## src/rtl/core_param_loader.sv

```systemverilog
// core_param_loader: turns framed load commands into per-core param/instruction writes.
// Define LOADER_CHECKSUM_EN to require a trailing XOR checksum word on each frame.
module core_param_loader #(
    parameter int NUM_CORES = 6
) (
    input  logic                 clk,
    input  logic                 reset_n,
    input  logic [31:0]          s_data,
    input  logic                 s_valid,
    output logic                 s_ready,
    input  logic                 err_clr,
    output logic [NUM_CORES-1:0] param_wen,
    output logic [31:0]          param_data_out,
    output logic [NUM_CORES-1:0] neuron_inst_wen,
    output logic [7:0]           neuron_inst_address,
    output logic [1:0]           neuron_inst_data_out,
    output logic                 busy,
    output logic                 frame_done,
    output logic                 hdr_error,
    output logic                 csum_error
);

`ifdef LOADER_CHECKSUM_EN
    typedef enum logic [2:0] {
        S_IDLE, S_PARAM, S_INST_WAIT, S_INST_UNPACK, S_CSUM
    } state_t;
    localparam state_t S_END = S_CSUM;
`else
    typedef enum logic [1:0] {
        S_IDLE, S_PARAM, S_INST_WAIT, S_INST_UNPACK
    } state_t;
    localparam state_t S_END = S_IDLE;
`endif
    localparam logic [4:0] LP_NC = 5'(NUM_CORES);

    state_t                r_state;
    state_t                w_state_nx;
    logic                  r_run;
    logic [3:0]            r_core;
    logic [15:0]           r_cnt;
    logic [3:0]            r_slot;
    logic [7:0]            r_addr;
    logic [7:0]            r_addr_q;
    logic [31:0]           r_word;
    logic [1:0]            r_data_q;
    logic [NUM_CORES-1:0]  r_param_wen;
    logic [31:0]           r_param_data;
    logic                  r_fd;
    logic                  r_hdr_err;
    logic                  w_fire;
    logic                  w_op_a;
    logic                  w_op_b;
    logic                  w_hdr_bad;
    logic                  w_hdr_ok;
    logic                  w_last_slot;
    logic                  w_fd_nx;
    logic [NUM_CORES-1:0]  w_core_oh;
    logic [1:0]            w_slot_data;

    assign w_fire      = s_valid && s_ready;
    assign w_op_a      = s_data[31:28] == 4'hA;
    assign w_op_b      = s_data[31:28] == 4'hB;
    assign w_hdr_bad   = !(w_op_a || w_op_b)
                       || ({1'b0, s_data[27:24]} >= LP_NC)
                       || (w_op_b && s_data[15:0] > 16'd16);
    assign w_hdr_ok    = (r_state == S_IDLE) && w_fire && !w_hdr_bad;
    assign w_last_slot = r_slot == 4'hF;
    assign w_core_oh   = NUM_CORES'(1) << r_core;
    assign w_slot_data = r_word[{r_slot, 1'b0} +: 2];

    always_ff @(posedge clk or negedge reset_n) begin
        if (!reset_n) r_state <= S_IDLE;
        else          r_state <= w_state_nx;
    end

    always_comb begin
        w_state_nx = r_state;
        unique case (r_state)
            S_IDLE: begin
                if (w_hdr_ok && s_data[15:0] != 16'd0)
                    w_state_nx = w_op_a ? S_PARAM : S_INST_WAIT;
            end
            S_PARAM: begin
                if (w_fire && r_cnt == 16'd1) w_state_nx = S_END;
            end
            S_INST_WAIT: begin
                if (w_fire) w_state_nx = S_INST_UNPACK;
            end
            S_INST_UNPACK: begin
                if (w_last_slot)
                    w_state_nx = (r_cnt == 16'd0) ? S_END : S_INST_WAIT;
            end
`ifdef LOADER_CHECKSUM_EN
            S_CSUM: begin
                if (w_fire) w_state_nx = S_IDLE;
            end
`endif
            default: w_state_nx = S_IDLE;
        endcase
    end

    // Instruction buses show the live slot while unpacking, else the last slot sent.
    always_comb begin
        s_ready              = r_run && (r_state != S_INST_UNPACK);
        busy                 = r_state != S_IDLE;
        neuron_inst_wen      = '0;
        neuron_inst_address  = r_addr_q;
        neuron_inst_data_out = r_data_q;
        if (r_state == S_INST_UNPACK) begin
            neuron_inst_wen      = w_core_oh;
            neuron_inst_address  = r_addr;
            neuron_inst_data_out = w_slot_data;
        end
    end

    assign param_wen      = r_param_wen;
    assign param_data_out = r_param_data;
    assign frame_done     = r_fd;
    assign hdr_error      = r_hdr_err;

    always_ff @(posedge clk or negedge reset_n) begin
        if (!reset_n) begin
            r_run        <= 1'b0;
            r_core       <= '0;
            r_cnt        <= '0;
            r_slot       <= '0;
            r_addr       <= '0;
            r_addr_q     <= '0;
            r_word       <= '0;
            r_data_q     <= '0;
            r_param_wen  <= '0;
            r_param_data <= '0;
            r_fd         <= 1'b0;
            r_hdr_err    <= 1'b0;
        end else begin
            r_run       <= 1'b1;
            r_param_wen <= '0;
            r_fd        <= w_fd_nx;
            r_hdr_err   <= (r_hdr_err && !err_clr)
                        || ((r_state == S_IDLE) && w_fire && w_hdr_bad);
            if (w_hdr_ok) begin
                r_core <= s_data[27:24];
                r_cnt  <= s_data[15:0];
                if (w_op_b) r_addr <= '0;
            end
            if (r_state == S_PARAM && w_fire) begin
                r_param_wen  <= w_core_oh;
                r_param_data <= s_data;
                r_cnt        <= r_cnt - 16'd1;
            end
            if (r_state == S_INST_WAIT && w_fire) begin
                r_word <= s_data;
                r_cnt  <= r_cnt - 16'd1;
            end
            if (r_state == S_INST_UNPACK) begin
                r_slot   <= r_slot + 4'd1;
                r_addr   <= r_addr + 8'd1;
                r_addr_q <= r_addr;
                r_data_q <= w_slot_data;
            end
        end
    end

`ifdef LOADER_CHECKSUM_EN
    logic [31:0] r_xor;
    logic        r_csum_err;

    assign w_fd_nx    = (w_hdr_ok && s_data[15:0] == 16'd0)
                      || (r_state == S_CSUM && w_fire);
    assign csum_error = r_csum_err;

    always_ff @(posedge clk or negedge reset_n) begin
        if (!reset_n) begin
            r_xor      <= '0;
            r_csum_err <= 1'b0;
        end else begin
            r_csum_err <= (r_csum_err && !err_clr)
                       || (r_state == S_CSUM && w_fire && s_data != r_xor);
            if (w_hdr_ok)
                r_xor <= '0;
            else if ((r_state == S_PARAM || r_state == S_INST_WAIT) && w_fire)
                r_xor <= r_xor ^ s_data;
        end
    end
`else
    logic r_fd_pend;

    // Param frames finish one cycle after their last write is presented.
    assign w_fd_nx    = (w_hdr_ok && s_data[15:0] == 16'd0)
                      || r_fd_pend
                      || (r_state == S_INST_UNPACK && w_last_slot && r_cnt == 16'd0);
    assign csum_error = 1'b0;

    always_ff @(posedge clk or negedge reset_n) begin
        if (!reset_n) r_fd_pend <= 1'b0;
        else          r_fd_pend <= (r_state == S_PARAM) && w_fire && (r_cnt == 16'd1);
    end
`endif

endmodule

```

## config.mk

```make
export PLATFORM = sky130hd
export DESIGN_NAME = core_param_loader
export DESIGN_NICKNAME = d
export VERILOG_FILES = /design/src/rtl/core_param_loader.sv
export SDC_FILE = /design/constraint.sdc
export NUM_CORES = 1
export LEC_CHECK = 0
export ABC_AREA = 0
export BUFFER_PORTS_ARGS = -buffer_cell sky130_fd_sc_hd__buf_2
export CORE_AREA = 10 10 109 111
export CTS_CLUSTER_SIZE = 40
export DETAILED_ROUTE_END_ITERATION = 12
export DIE_AREA = 0 0 119 121
export GPL_ROUTABILITY_DRIVEN = 0
export GPL_TIMING_DRIVEN = 0
export PLACE_DENSITY = 0.78
export SYNTH_ARGS = -nofsm -noshare
export SYNTH_HDL_FRONTEND = slang
export SYNTH_SLANG_ARGS = --single-unit
```

## constraint.sdc

```tcl
create_clock -name clk -period 2.7 [get_ports clk]
set_input_delay 0.405 -clock clk [delete_from_list [all_inputs] [get_ports clk]]
set_output_delay 0.405 -clock clk [all_outputs]
set_load 0.01 [all_outputs]
```

* After elaboration in Yosys (flattened, before gate mapping)
Cells that the tools add are included.
** Word-level totals
- Input bits :: 36
- Register bits :: 118
- Output and inout bits :: 59
** Cells by class
- $add $sub $neg :: 3
- Magnitude comparators :: 2
- Shifts and indexed selects :: 2
- Muxes and demuxes :: 17
- Equality and inequality tests :: 12
- Reductions and logical operators :: 34
** Operators with widths (count)
- 16-bit 2-to-1 mux :: 3
- 16-bit zero test :: 2
- 8-bit 2-to-1 mux :: 4
- 32-bit by 6-bit indexed part select with 2-bit output :: 1
- 16-bit by 1-bit equality test with 1-bit output, second input constant :: 1
- 16-bit by 5-bit greater-than comparator with 1-bit output, second input constant :: 1
- 16-bit nonzero test :: 1
- 16-bit by 1-bit subtractor with 16-bit output, second input constant :: 1
- 1-bit logical AND :: 15
- 2-bit 2-to-1 mux :: 7
- 4-bit equality test, second input constant :: 3
- 6-bit 2-to-1 mux :: 2
- 8-bit by 1-bit adder with 8-bit output, second input constant :: 1
- 2-bit != test, second input constant :: 4
- 2-bit case mux with 4 select lines :: 1
- 1-bit logical OR :: 6
- 2-bit nonzero test :: 3
- 1-bit by 4-bit << shifter with 6-bit output, first input constant :: 1
- 4-bit by 1-bit adder with 4-bit output, second input constant :: 1
- 2-bit equality test, second input constant :: 2
- 4-bit by 3-bit greater-or-equal comparator with 1-bit output, second input constant :: 1
- 4-bit AND reduction :: 1
- 1-bit zero test :: 3
- 3-bit nonzero test :: 1
- other kinds (4) :: 4

* Logic depth before layout (Yosys ltp)
Gate-level depths: netlist of the first run.
- Depth in word-level cells :: 10
- Depth in mapped cells :: 7
- Depth with buffers taken out :: 7

* Worst setup path after synthesis of the first run
No wires, ideal clock.
- Path type :: input to register
- Start :: in s_data[3]
- End :: reg r_addr[5]
- Path buffers :: 0
- Stages :: 5
- Path slack :: 0.296 ns
- Arrival time :: 2.278 ns
- Data required time :: 2.574 ns
- Cell sequence :: or4_1 > a311o_1 > or4_4 > and2_4 > a221o_1
** Between the ends
- Cells in the longest elaborated chain, start to end :: 7
** RTL lines
- start: declaration :: line 8 : input logic [31:0] s_data,
- 16-bit by 5-bit greater-than comparator with 1-bit output :: line 65 : || (w_op_b && s_data[15:0] > 16'd16);
- 1-bit logical AND :: line 65
- 1-bit logical OR :: line 65
- 1-bit zero test :: line 66 : assign w_hdr_ok = (r_state == S_IDLE) && w_fire && !w_hdr_bad;
- 1-bit logical AND :: line 66
- 2-bit nonzero test (no source line)
- 2-bit AND reduction (no source line)
- end signal: assignment :: line 157 : r_addr <= r_addr + 8'd1;
- end: declaration :: line 42 : logic [7:0] r_addr;
Every way passes these cells.
A chain may end at the register's enable or synchronous reset.

* Worst setup path in the final report of the first run
- Start :: reg r_slot[0]
- End :: out neuron_inst_data_out[1]
** Between the ends
- Cells in the longest elaborated chain, start to end :: 2
** RTL lines
- start: declaration :: line 41 : logic [3:0] r_slot;
- start signal: assignment :: line 156 : r_slot <= r_slot + 4'd1;
- 32-bit by 6-bit indexed part select with 2-bit output :: line 69 : assign w_slot_data = r_word[{r_slot, 1'b0} +: 2];
- 2-bit 2-to-1 mux :: line 109 : if (r_state == S_INST_UNPACK) begin
- end: declaration :: line 16 : output logic [1:0] neuron_inst_data_out,
Every way passes these cells.

==> key figures, run 1 <==
Run status
  – Outcome: finished with violations
  – Failing checks: negative setup slack

Yosys
  – Syn_nets: 482
  – Cell area after synthesis: 5230 um^2
  – Ranking of synthesized cells by area: dfrtp_1 56%, mux2_2 13%, nand2_1 4.0%, mux4_2 3.4%, nor3_1 1.7%
  – Syn Area/Cell: 11.8 um^2
  – Synth cell types: 51
  – EDFF count, synth: 0
  – Ys flop type: dfrtp_1
  – Mapped Cells: 442
  – Synth top area share: 56.5%
  – Most frequent cell after synthesis: dfrtp_1
  – Sequential area share after synthesis: 56.5%
  – Leading area contributor after synthesis: dfrtp_1
  – Synth Register Bits: 118
  – Asr flop ratio synth: 100%
  – Commonest cells post-synth: 118 x dfrtp_1, 62 x mux2_2, 56 x nand2_1
  – Ys Warns: 0

Finish
  – Diode count: 0
  – Layout fillers: 688
  – Area Growth Syn to Fin: 27.6%
  – Layout net count: 600
  – Storage cell area: 2950 um^2
  – Area of the multi-input gates: 2180 um^2
  – Finished Core Util: 69.2%
  – Fraction of layout instances using a drive strength above 1: 38.7%

Pwr
  – Seq pwr share: 38.8%
  – Max IR drop VDD: 0.000510 V
  – Tot Pwr: 6610 uW
  – NetSw: 1840 uW
  – Cell-internal power: 4780 uW
  – P_leak: 0.00330 uW
  – PD cells: 991 nW/um^2
  – Clk pwr share: 37.8%
  – Comb pwr share: 23.4%
  – Net Sw Frac: 27.8%

Critical path
  – CP Max Fanout: 7
  – Req. time, crit path: 2.30 ns
  – Critical Path End Type: output port
  – Critical Path AT: 2.40 ns
  – CP startpoint kind: flop
  – Worst setup path category: reg -> out

Timing
  – Final Cycle Share: 104%
  – Maximum clock frequency: 357 MHz
  – Setup-failing EPs final: 2
  – Period minus WS final: 2.80 ns
  – Final hold vios: 0
  – Worst slew margin: 51.9%
  – Worst Setup Slack, final: -0.103 ns
  – Setup TNS: -0.125 ns
  – Slew Limit Fails: 0
  – Post-route clock skew: 0.0103 ns
  – Worst slew pin tran: 0.721 ns
  – RSZ-0062 raised after global routing: true

Global routing
  – First-pass GRT wire length: 22.2 mm
  – GRT Overall Usage: 19.2%
  – Largest net degree at the start of global routing: 99
  – Gr ovfl total: 0
  – Antenna violations before repair: 0
  – Vias in the first global route: 4,339

Routing
  – DR vias/cell: 5.70
  – Pre-Repair DR Iteration Count: 4
  – DR vias: 4,021
  – DRT iter0 DRCs: 410
  – DRC Markers: 0
  – DRT antenna net count: 0
  – WL/cell: 19.1 um
  – Routed wire length: 13.5 mm

Placed design
  – Place WS: -0.160 ns
  – Port bufs: 93
  – Hpwl dp: 9.30 mm

CTS
  – Htree depth: 4
  – Cts bufs inserted: 17
  – Clk_lat worst skew: 0.51 ns
  – CTS clk-pin slew, worst paths: 0.05 ns
  – Root Buffer: clkbuf_8
  – Sink Count: 118
  – Clock Path Buffers: 2
  – CTS tree: yes

Floorplan
  – Core footprint: 9640 um^2
  – Initial Util: 54.2%
  – Die ar.: 14,400 um^2
  – FP Rows: 36
  – Die X: 119 um
  – Die Span Y: 121 um
  – I/O pins: 95

Run
  – Max Cap Viol: 0

Min path
  – Hold Crit Class: in -> reg
-- power groups by stage --
stage               clock network [uW]  logic, uW  registers [uW]
floorplan                            0        921            2540
global placement                     0       1350            2520
detailed placement                   0       1410            2560
CTS                               2530       1520            2550
global route                      2630       1690            2620
finish                            2500       1550            2560
-- cells by family (layout without fill, tap and decap cells) --
kind of cell / after synthesis / in the layout / share of synthesized area (%)
and+or+nand+nor: 154 / 154 / 14.5
DFF: 118 / 118 / 56.5
muxes: 73 / 73 / 17.4
AOI/OAI and AO/OA: 56 / 56 / 7.47
buffers and inverters: 30 / 161 / 2.25
xor gates and xnor gates: 5 / 5 / 0.838
adders and majority gates: 4 / 4 / 0.958
other: 2 / 2 / 0.144
-- metal layers --
metal / up-vias / wire (um) / track usage (%)
met5: - / 0 / 0
met4: 0 / 153 / 5.57
met3: 13 / 1030 / 7.03
met2: 160 / 6600 / 32.2
met1: 2014 / 5730 / 22.7
li1: 1834 / - / -
-- critical path, cell delays in order (launching register included) --
cell and delay [ns]:
dfrtp_1 0.40, clkbuf_16 0.18, mux4_2 0.50, nor2b_4 0.14
a211oi_2 0.28, a211oi_2 0.07, a21o_1 0.19, buf_2 0.14
-- flip-flops by register name (all words and copies together) (netlist names), 4 cells and up --
signal / flops
param_data_out: 32
param_wen: 6
r_addr: 8
r_addr_q: 8
r_cnt: 16
r_core: 4
r_slot: 4
r_word: 32
-- per-stage QoR --
| step | hold slack (ns) | cell area (um^2) | std cells |
|---|---|---|---|
| detailed placement | 0.262 | 5890 | 669 |
| global placement | 0.449 | 5860 | 668 |
| finish | 0.104 | 6670 | 706 |
| CTS | 0.0773 | 6640 | 705 |
| global route | 0.0978 | 6670 | 706 |
| floorplan | 0.109 | 5230 | 442 |
-- placed cells by master, fill, tap and decap left out, types with 3 or more instances in the layout --
cell type   count
o21ai_0         6
dfrtp_1       118
mux2i_1         3
mux2_2         62
or3_1           4
clkinvlp_4      3
nand2b_1        4
o21ai_1         4
inv_1           6
bufinv_16       6
nor2_1         20
o22ai_1         4
o211ai_1        8
nand3_1        14
clkbuf_1       12
xnor2_1         4
a211oi_1        5
clkbuf_2        4
and3_1          3
nand3b_1        3
buf_1           4
buf_2          93
a211oi_2        3
nand2_1        55
buf_4           7
a21oi_1         4
and2_1          3
or4_1           3
ha_1            4
clkbuf_16      17
a31oi_1         3
or2_2           5
nor4_1         11
nor3_1         18
a21o_1          7
mux4_2          8
-- area by class of cell --
type | count | share of cell area (%)
flip-flops and latches | 118 | 44.3
inverters | 6 | 0.338
repair buffers | 102 | 8.61
multi-input cells | 294 | 32.7
clock buffers | 20 | 6.53
clock inverters | 12 | 3.38
well taps | 133 | 2.50
plain buffers | 21 | 1.65
-- what timing repair did --
| item | in CTS | in global routing |
|---|---|---|
| hold buffers | 1 | 0 |
| pin swaps | 3 | 3 |
| endpoints found under the hold margin | 20 | 0 |
| setup endpoints to repair | 14 | 5 |
| resized for setup | 10 | 6 |
| cloned | 0 | 0 |
| buffers inserted | 5 | 2 |
-- final timing paths --
| check | start | endpoint | slack [ns] | cells after the start |
|---|---|---|---|---|
| worst min register to register | r_addr_q[3]$_DFF_PN0_ | r_addr_q[3]$_DFF_PN0_ | 0.47 | 2 |
| max in group asynchronous | reset_n | r_slot[1]$_DFFE_PN0P_ | 1.64 | 3 |
| worst min-delay path | err_clr | hdr_error$_DFF_PN0_ | 0.10 | 2 |
| worst max register to register | r_state[1]$_DFFE_PN0P_ | r_state[0]$_DFFE_PN0P_ | 0.52 | 5 |
| min in group asynchronous | reset_n | param_data_out[23]$_DFFE_PN0P_ | 0.30 | 2 |
| worst max-delay path | r_slot[0]$_DFFE_PN0P_ | neuron_inst_data_out[1] | -0.10 | 7 |
Power figures use the tool's default switching activity.
==> run 2, diff against run 1 <==
==> config.mk (replaced) <==
export PLATFORM = sky130hd
export DESIGN_NAME = core_param_loader
export DESIGN_NICKNAME = d
export VERILOG_FILES = /design/src/rtl/core_param_loader.sv
export SDC_FILE = /design/constraint.sdc
export NUM_CORES = 1
export LEC_CHECK = 0
export ABC_AREA = 1
export BUFFER_PORTS_ARGS = -buffer_cell sky130_fd_sc_hd__buf_2
export CORE_AREA = 10 10 112 114
export CTS_BUF_LIST = sky130_fd_sc_hd__clkbuf_2 sky130_fd_sc_hd__clkbuf_4 sky130_fd_sc_hd__clkbuf_8
export CTS_CLUSTER_SIZE = 40
export DETAILED_ROUTE_END_ITERATION = 12
export DIE_AREA = 0 0 122 124
export GPL_ROUTABILITY_DRIVEN = 0
export GPL_TIMING_DRIVEN = 0
export PLACE_DENSITY = 0.77
export SYNTH_ARGS = -nofsm -noshare
export SYNTH_HDL_FRONTEND = slang
export SYNTH_SLANG_ARGS = --single-unit
==> run 2 against run 1 <==
Effect of this change:
- the run now ends clean
- hold slack improved by 0.040 ns
- sequential share of layout area fell by 0.20 points
- synthesized area rose by 6.9%
- clock power fell by 32%
- sequential cell count did not move
- worst setup slack improved by 0.20 ns
- utilization fell by 3.7 points
- final area rose by 0.45%
- sequential power rose by 13%
==> key figures, run 2 <==
Run status
  – Outcome: completed

Critical path
  – Delay-heaviest family, CP: buffers and inverters
  – Buf/Inv on CP: 3
  – Critical Path AT: 2.20 ns
  – RR Endpoint: r_cnt[10]$_DFFE_PN0P_
  – Worst path max stage delay: 0.46 ns
  – CP max stage cell: dfrtp_1
  – WP depth: 6
  – CP Cell Sequence: nand2_2 > inv_1 > clkbuf_1 > nand2_1 > nand2_1 > buf_2
  – Req. time, crit path: 2.30 ns
  – FF-to-FF Start: r_state[1]$_DFFE_PN0P_
  – Worst setup path category: reg -> out
  – Worst reg2reg setup slack: 0.85 ns
  – Reg2Reg Depth: 8
  – CP Max Fanout: 10
  – Critical Path End Type: output port
  – CP startpoint kind: flop
  – Worst setup path end: neuron_inst_address[0]
  – Cell mode on critical path: nand2_1
  – Worst setup startpoint: r_state[1]$_DFFE_PN0P_

Placed design
  – Hpwl dp: 11.2 mm
  – Post-Place Cells: 906
  – Port bufs: 93

Yosys
  – Synth cell types: 39
  – Ys flop type: dfrtp_1
  – Ys Warns: 0
  – Asr flop ratio synth: 100%
  – Mapped Cells: 676
  – Leading area contributor after synthesis: dfrtp_1
  – Synth Register Bits: 118
  – Syn_nets: 716
  – Ranking of synthesized cells by area: dfrtp_1 53%, nand2_1 10%, o21ai_0 9.4%, nor2_1 5.3%, inv_1 5.0%
  – Commonest cells post-synth: 156 x nand2_1, 118 x dfrtp_1, 105 x o21ai_0
  – Synth top area share: 52.9%
  – Most frequent cell after synthesis: nand2_1
  – Syn Area/Cell: 8.26 um^2
  – Cell area after synthesis: 5590 um^2
  – Sequential area share after synthesis: 52.9%
  – EDFF count, synth: 0

Floorplan
  – FP Rows: 37
  – Die Span Y: 124 um
  – Die ar.: 15,100 um^2
  – Core footprint: 10,200 um^2
  – I/O pins: 95
  – Die X: 122 um
  – Initial Util: 54.6%

Routing
  – Pre-Repair DR Iteration Count: 5
  – DR vias: 5,174
  – DRC Markers: 0
  – WL/cell: 16.4 um
  – Routed wire length: 15.4 mm
  – DRT iter0 DRCs: 453
  – DR vias/cell: 5.51
  – DRT antenna net count: 0

Timing
  – RSZ-0062 raised after global routing: false
  – Setup-failing EPs final: 0
  – Setup TNS: 0 ns
  – Slew Limit Fails: 0
  – Final hold vios: 0
  – Maximum clock frequency: 384 MHz
  – Final Cycle Share: 96.3%
  – Worst slew pin tran: 0.573 ns
  – Worst slew margin: 61.8%
  – Post-route clock skew: 0.0103 ns
  – Period minus WS final: 2.60 ns

Finish
  – Non-filler cells, final: 939
  – Commonest non-fill, non-tap cell in the layout: nand2_1
  – Commonest non-fill, non-tap cells in the layout: 156 x nand2_1, 118 x dfrtp_1, 105 x o21ai_0
  – Fraction of layout instances using a drive strength above 1: 20.2%
  – Diode count: 0
  – Layout net count: 830
  – Area Growth Syn to Fin: 19.9%

Pwr
  – PD cells: 1090 nW/um^2
  – Max IR drop VDD: 0.000489 V
  – P_leak: 0.00347 uW

Global routing
  – Antenna violations before repair: 0
  – Gr ovfl total: 0
  – First-pass GRT wire length: 25.2 mm
  – Largest net degree at the start of global routing: 95
  – Vias in the first global route: 5,266
  – GRT Overall Usage: 20.8%

CTS
  – Root Buffer: clkbuf_8
  – Cts bufs inserted: 17
  – CTS clk-pin slew, worst paths: 0.07 ns
  – CTS tree: yes
  – Clock Path Buffers: 2
  – Sink Count: 118
  – Clk_lat worst skew: 0.45 ns
  – Htree depth: 4
  – Post-CTS Setup Inserts: 0

Min path
  – Hold Crit Class: in -> reg

Run
  – Max Cap Viol: 0
-- run 2: metrics by stage --
stage                     utilization, %  hold WS, ns  setup slack, ns  total power [uW]  cell area (um^2)
after floorplan                        -        0.109            0.872              4550              5590
after global placement              60.8        0.437           -0.182              5390              6220
after detailed placement            61.1        0.287            0.392              5530              6250
after CTS                           65.4        0.136           0.0492              7270              6690
after global routing                65.5        0.139          0.00987              7830              6700
final                               65.5        0.144           0.0989              7290              6700
-- run 2: how the worst min path moves through the flow --
stage	depth (start not counted)	slack, ns	end	start
3_5_place_dp	1	0.29	param_data_out[14]$_DFFE_PN0P_	reset_n
5_1_grt	2	0.14	hdr_error$_DFF_PN0_	err_clr
3_3_place_gp	2	0.44	frame_done$_DFF_PN0_	r_fd_pend$_DFF_PN0_
6_report	2	0.14	hdr_error$_DFF_PN0_	err_clr
2_1_floorplan	0	0.11	frame_done$_DFF_PN0_	reset_n
4_1_cts	2	0.14	hdr_error$_DFF_PN0_	err_clr
-- run 2: layout make-up --
type | instances | area (um^2)
Clock inverter | 12 | 153
Tap cell | 136 | 170
Fill cell | 844 | 3530
Sequential cell | 118 | 2950
Clock buffer | 20 | 269
Timing Repair Buffer | 95 | 509
Buffer | 27 | 141
Inverter | 78 | 293
Multi-Input combinational cell | 453 | 2210
-- run 2: cells by family after synthesis --
kind of cell | count (synthesis) | share of synthesized area, %
and+or+nand+nor | 308 | 24.3
AOI/OAI and AO/OA | 133 | 13.2
DFF | 118 | 52.9
buffers and inverters | 105 | 7.62
xor gates and xnor gates | 6 | 0.941
adders and majority gates | 4 | 0.896
other | 2 | 0.134
-- run 2: repair_timing --
action / CTS / global route
gates resized for setup: 3 / 4
hold buffers: 1 / 0
setup endpoints to repair: 2 / 1
hold endpoints to repair: 24 / 0
gates cloned: 0 / 0
-- run 2: routing by layer --
| metal | vias to the layer above | GRT usage, % | share of wire (%) |
|---|---|---|---|
| met5 | - | 0 | 0 |
| met2 | 212 | 34.4 | 49 |
| met3 | 52 | 5.16 | 7.3 |
| li1 | 2413 | - | - |
| met1 | 2497 | 24.8 | 40 |
| met4 | 0 | 11.0 | 3.4 |
-- run 2: power breakdown --
group	internal (uW)	total, uW	switching (uW)
sequential	2440	2900	451
combinational	955	2680	1730
clock	968	1710	745
total	4370	7290	2920
==> run 3, diff against run 2 <==
--- a/config.mk
+++ b/config.mk
@@ -14,7 +14,7 @@
 export DIE_AREA = 0 0 122 124
 export GPL_ROUTABILITY_DRIVEN = 0
 export GPL_TIMING_DRIVEN = 0
-export PLACE_DENSITY = 0.77
+export PLACE_DENSITY = 0.76
 export SYNTH_ARGS = -nofsm -noshare
 export SYNTH_HDL_FRONTEND = slang
 export SYNTH_SLANG_ARGS = --single-unit
==> run 3 against run 2 <==
Effect of this change:
- via count down 2.8%
- hold slack better by 0.0088 ns
- non-clock buffer count stayed put
- critical path depth rose by 2
- cell count decreased by 0.43%
- sequential share of layout area rose by 0.35 points
- clock power is 9% lower
- largest power group unchanged
- highest routed layer unchanged
==> key figures, run 3 (same netlist as run 2, synthesis figures left out) <==
Run status
  – Outcome: completed

Critical path
  – Worst setup path category: reg -> out
  – Req. time, crit path: 2.30 ns
  – CP startpoint kind: flop
  – CP Max Fanout: 10
  – Critical Path End Type: output port
  – RR Endpoint: r_cnt[6]$_DFFE_PN0P_
  – FF-to-FF Start: r_state[1]$_DFFE_PN0P_
  – Critical Path AT: 2.10 ns
  – Worst reg2reg setup slack: 0.83 ns
  – Reg2Reg Depth: 8

Timing
  – Period minus WS final: 2.51 ns
  – Worst slew margin: 60.7%
  – Post-route clock skew: 0.00858 ns
  – Final hold vios: 0
  – Final Cycle Share: 93.0%
  – Slew Limit Fails: 0
  – Worst slew pin tran: 0.590 ns
  – Setup-failing EPs final: 0
  – Setup TNS: 0 ns
  – RSZ-0062 raised after global routing: false
  – Worst Setup Slack, final: 0.190 ns
  – Maximum clock frequency: 398 MHz

Finish
  – Diode count: 0
  – Fraction of layout instances using a drive strength above 1: 19.8%
  – Commonest non-fill, non-tap cells in the layout: 156 x nand2_1, 118 x dfrtp_1, 105 x o21ai_0
  – Non-filler cells, final: 935
  – Area Growth Syn to Fin: 19.0%
  – Layout fillers: 881
  – Commonest non-fill, non-tap cell in the layout: nand2_1
  – Layout net count: 830

Global routing
  – Met1 Use GR: 25.6%
  – GRT met2 Usage: 34.5%
  – Vias in the first global route: 5,066
  – First-pass GRT wire length: 24.8 mm
  – GRT Overall Usage: 20.8%
  – Largest net degree at the start of global routing: 61
  – GR Util met3: 4.80%
  – Top Usage Layer GRT: met2
  – Antenna violations before repair: 0
  – Gr ovfl total: 0

Min path
  – Hold Crit Class: in -> reg
  – Hold Path Sink: hdr_error$_DFF_PN0_
  – Hold path start: err_clr
  – Worst Hold Path Cells: 2

Routing
  – DRT antenna net count: 0
  – Pre-Repair DR Iteration Count: 6
  – Routed wire length: 15.4 mm
  – DR vias/cell: 5.38
  – DRT iter0 DRCs: 485
  – DRC Markers: 0
  – DR vias: 5,031
  – WL/cell: 16.4 um

Pwr
  – Seq pwr share: 40.8%
  – Comb pwr share: 37.2%
  – P_leak: 0.00346 uW
  – NetSw: 2810 uW
  – PD cells: 1070 nW/um^2
  – Cell-internal power: 4300 uW
  – Net Sw Frac: 39.5%
  – Clk pwr share: 22.0%
  – Max IR drop VDD: 0.000456 V

CTS
  – Sink Count: 118
  – Root Buffer: clkbuf_8
  – CTS clk-pin slew, worst paths: 0.06 ns
  – Post-CTS Setup Inserts: 0
  – Cts bufs inserted: 17
  – Clk_lat worst skew: 0.43 ns
  – Htree depth: 4
  – Clock Path Buffers: 2
  – CTS tree: yes

Floorplan
  – Die ar.: 15,100 um^2
  – Core footprint: 10,200 um^2
  – FP Rows: 37
  – Initial Util: 54.6%
  – Die Span Y: 124 um
  – I/O pins: 95
  – Die X: 122 um

Placed design
  – Place WS: 0.456 ns
  – Hpwl dp: 11.1 mm
  – Post-Place Cells: 906
  – Port bufs: 93

Run
  – Max Cap Viol: 0
run 3: changes by cell type in the layout (fill, tap and decap cells not counted), sizes merged:
cell / previous run / this run
clkinv: 5 / 3
clkbuf: 38 / 41
bufinv: 3 / 2
clkinvlp: 4 / 0
run 3: routing by layer:
| metal | vias up | wire length, um |
|---|---|---|
| met2 | 186 | 7590 |
| li1 | 2402 | - |
| met5 | - | 0 |
| met4 | 0 | 314 |
| met3 | 27 | 1030 |
| met1 | 2416 | 6420 |
run 3: layout make-up:
type                            count  area (um^2)  area share [%]
Timing Repair Buffer               95          509            7.66
Multi-Input combinational cell    453         2210            33.3
Sequential cell                   118         2950            44.4
Inverter                           78          293            4.41
Tap cell                          136          170            2.56
Clock inverter                      5         75.1            1.13
Buffer                             27          138            2.07
Clock buffer                       23          298            4.48
run 3: per-stage QoR:
stage                     instance area [um^2]  util [%]  power, uW  hold slack, ns
final                                     6650      65.0       7100           0.153
after global placement                    6220      60.8       5390           0.443
after global routing                      6650      65.0       7650           0.171
after detailed placement                  6250      61.1       5520           0.421
after floorplan                           5590         -       4550           0.109
after CTS                                 6640      64.9       7100           0.146
run 3: how the worst max path moves through the flow:
stage / endpoint / start / cells after the start
3_5_place_dp: neuron_inst_data_out[0] / r_slot[0]$_DFFE_PN0P_ / 10
6_report: neuron_inst_data_out[1] / r_slot[1]$_DFFE_PN0P_ / 8
4_1_cts: neuron_inst_data_out[0] / r_slot[0]$_DFFE_PN0P_ / 10
5_1_grt: neuron_inst_data_out[0] / r_slot[0]$_DFFE_PN0P_ / 10
2_1_floorplan: neuron_inst_data_out[0] / r_slot[0]$_DFFE_PN0P_ / 9
3_3_place_gp: r_addr[4]$_DFFE_PN0P_ / reset_n / 1
run 3: repair_timing:
action,CTS,global route
setup endpoints to repair,1,4
hold buffers,1,0
resized for setup,1,6
pin swaps,0,0
endpoints found under the hold margin,59,0
run 3: power by group through the flow:
stage,registers [uW],clock network (uW),logic (uW)
floorplan,2920,0,1630
global placement,2880,0,2510
detailed placement,2910,0,2620
CTS,2890,1580,2640
global route,2980,1650,3020
finish,2900,1560,2640
run 3: critical path: stages, from the launching register on:
cell and delay (ns):
dfrtp_1 0.40, clkbuf_1 0.34, o21ai_0 0.16, o22ai_1 0.19, nand2_1 0.07, nand2_1 0.06, nor2_1 0.04, a21oi_1 0.23
buf_2 0.17
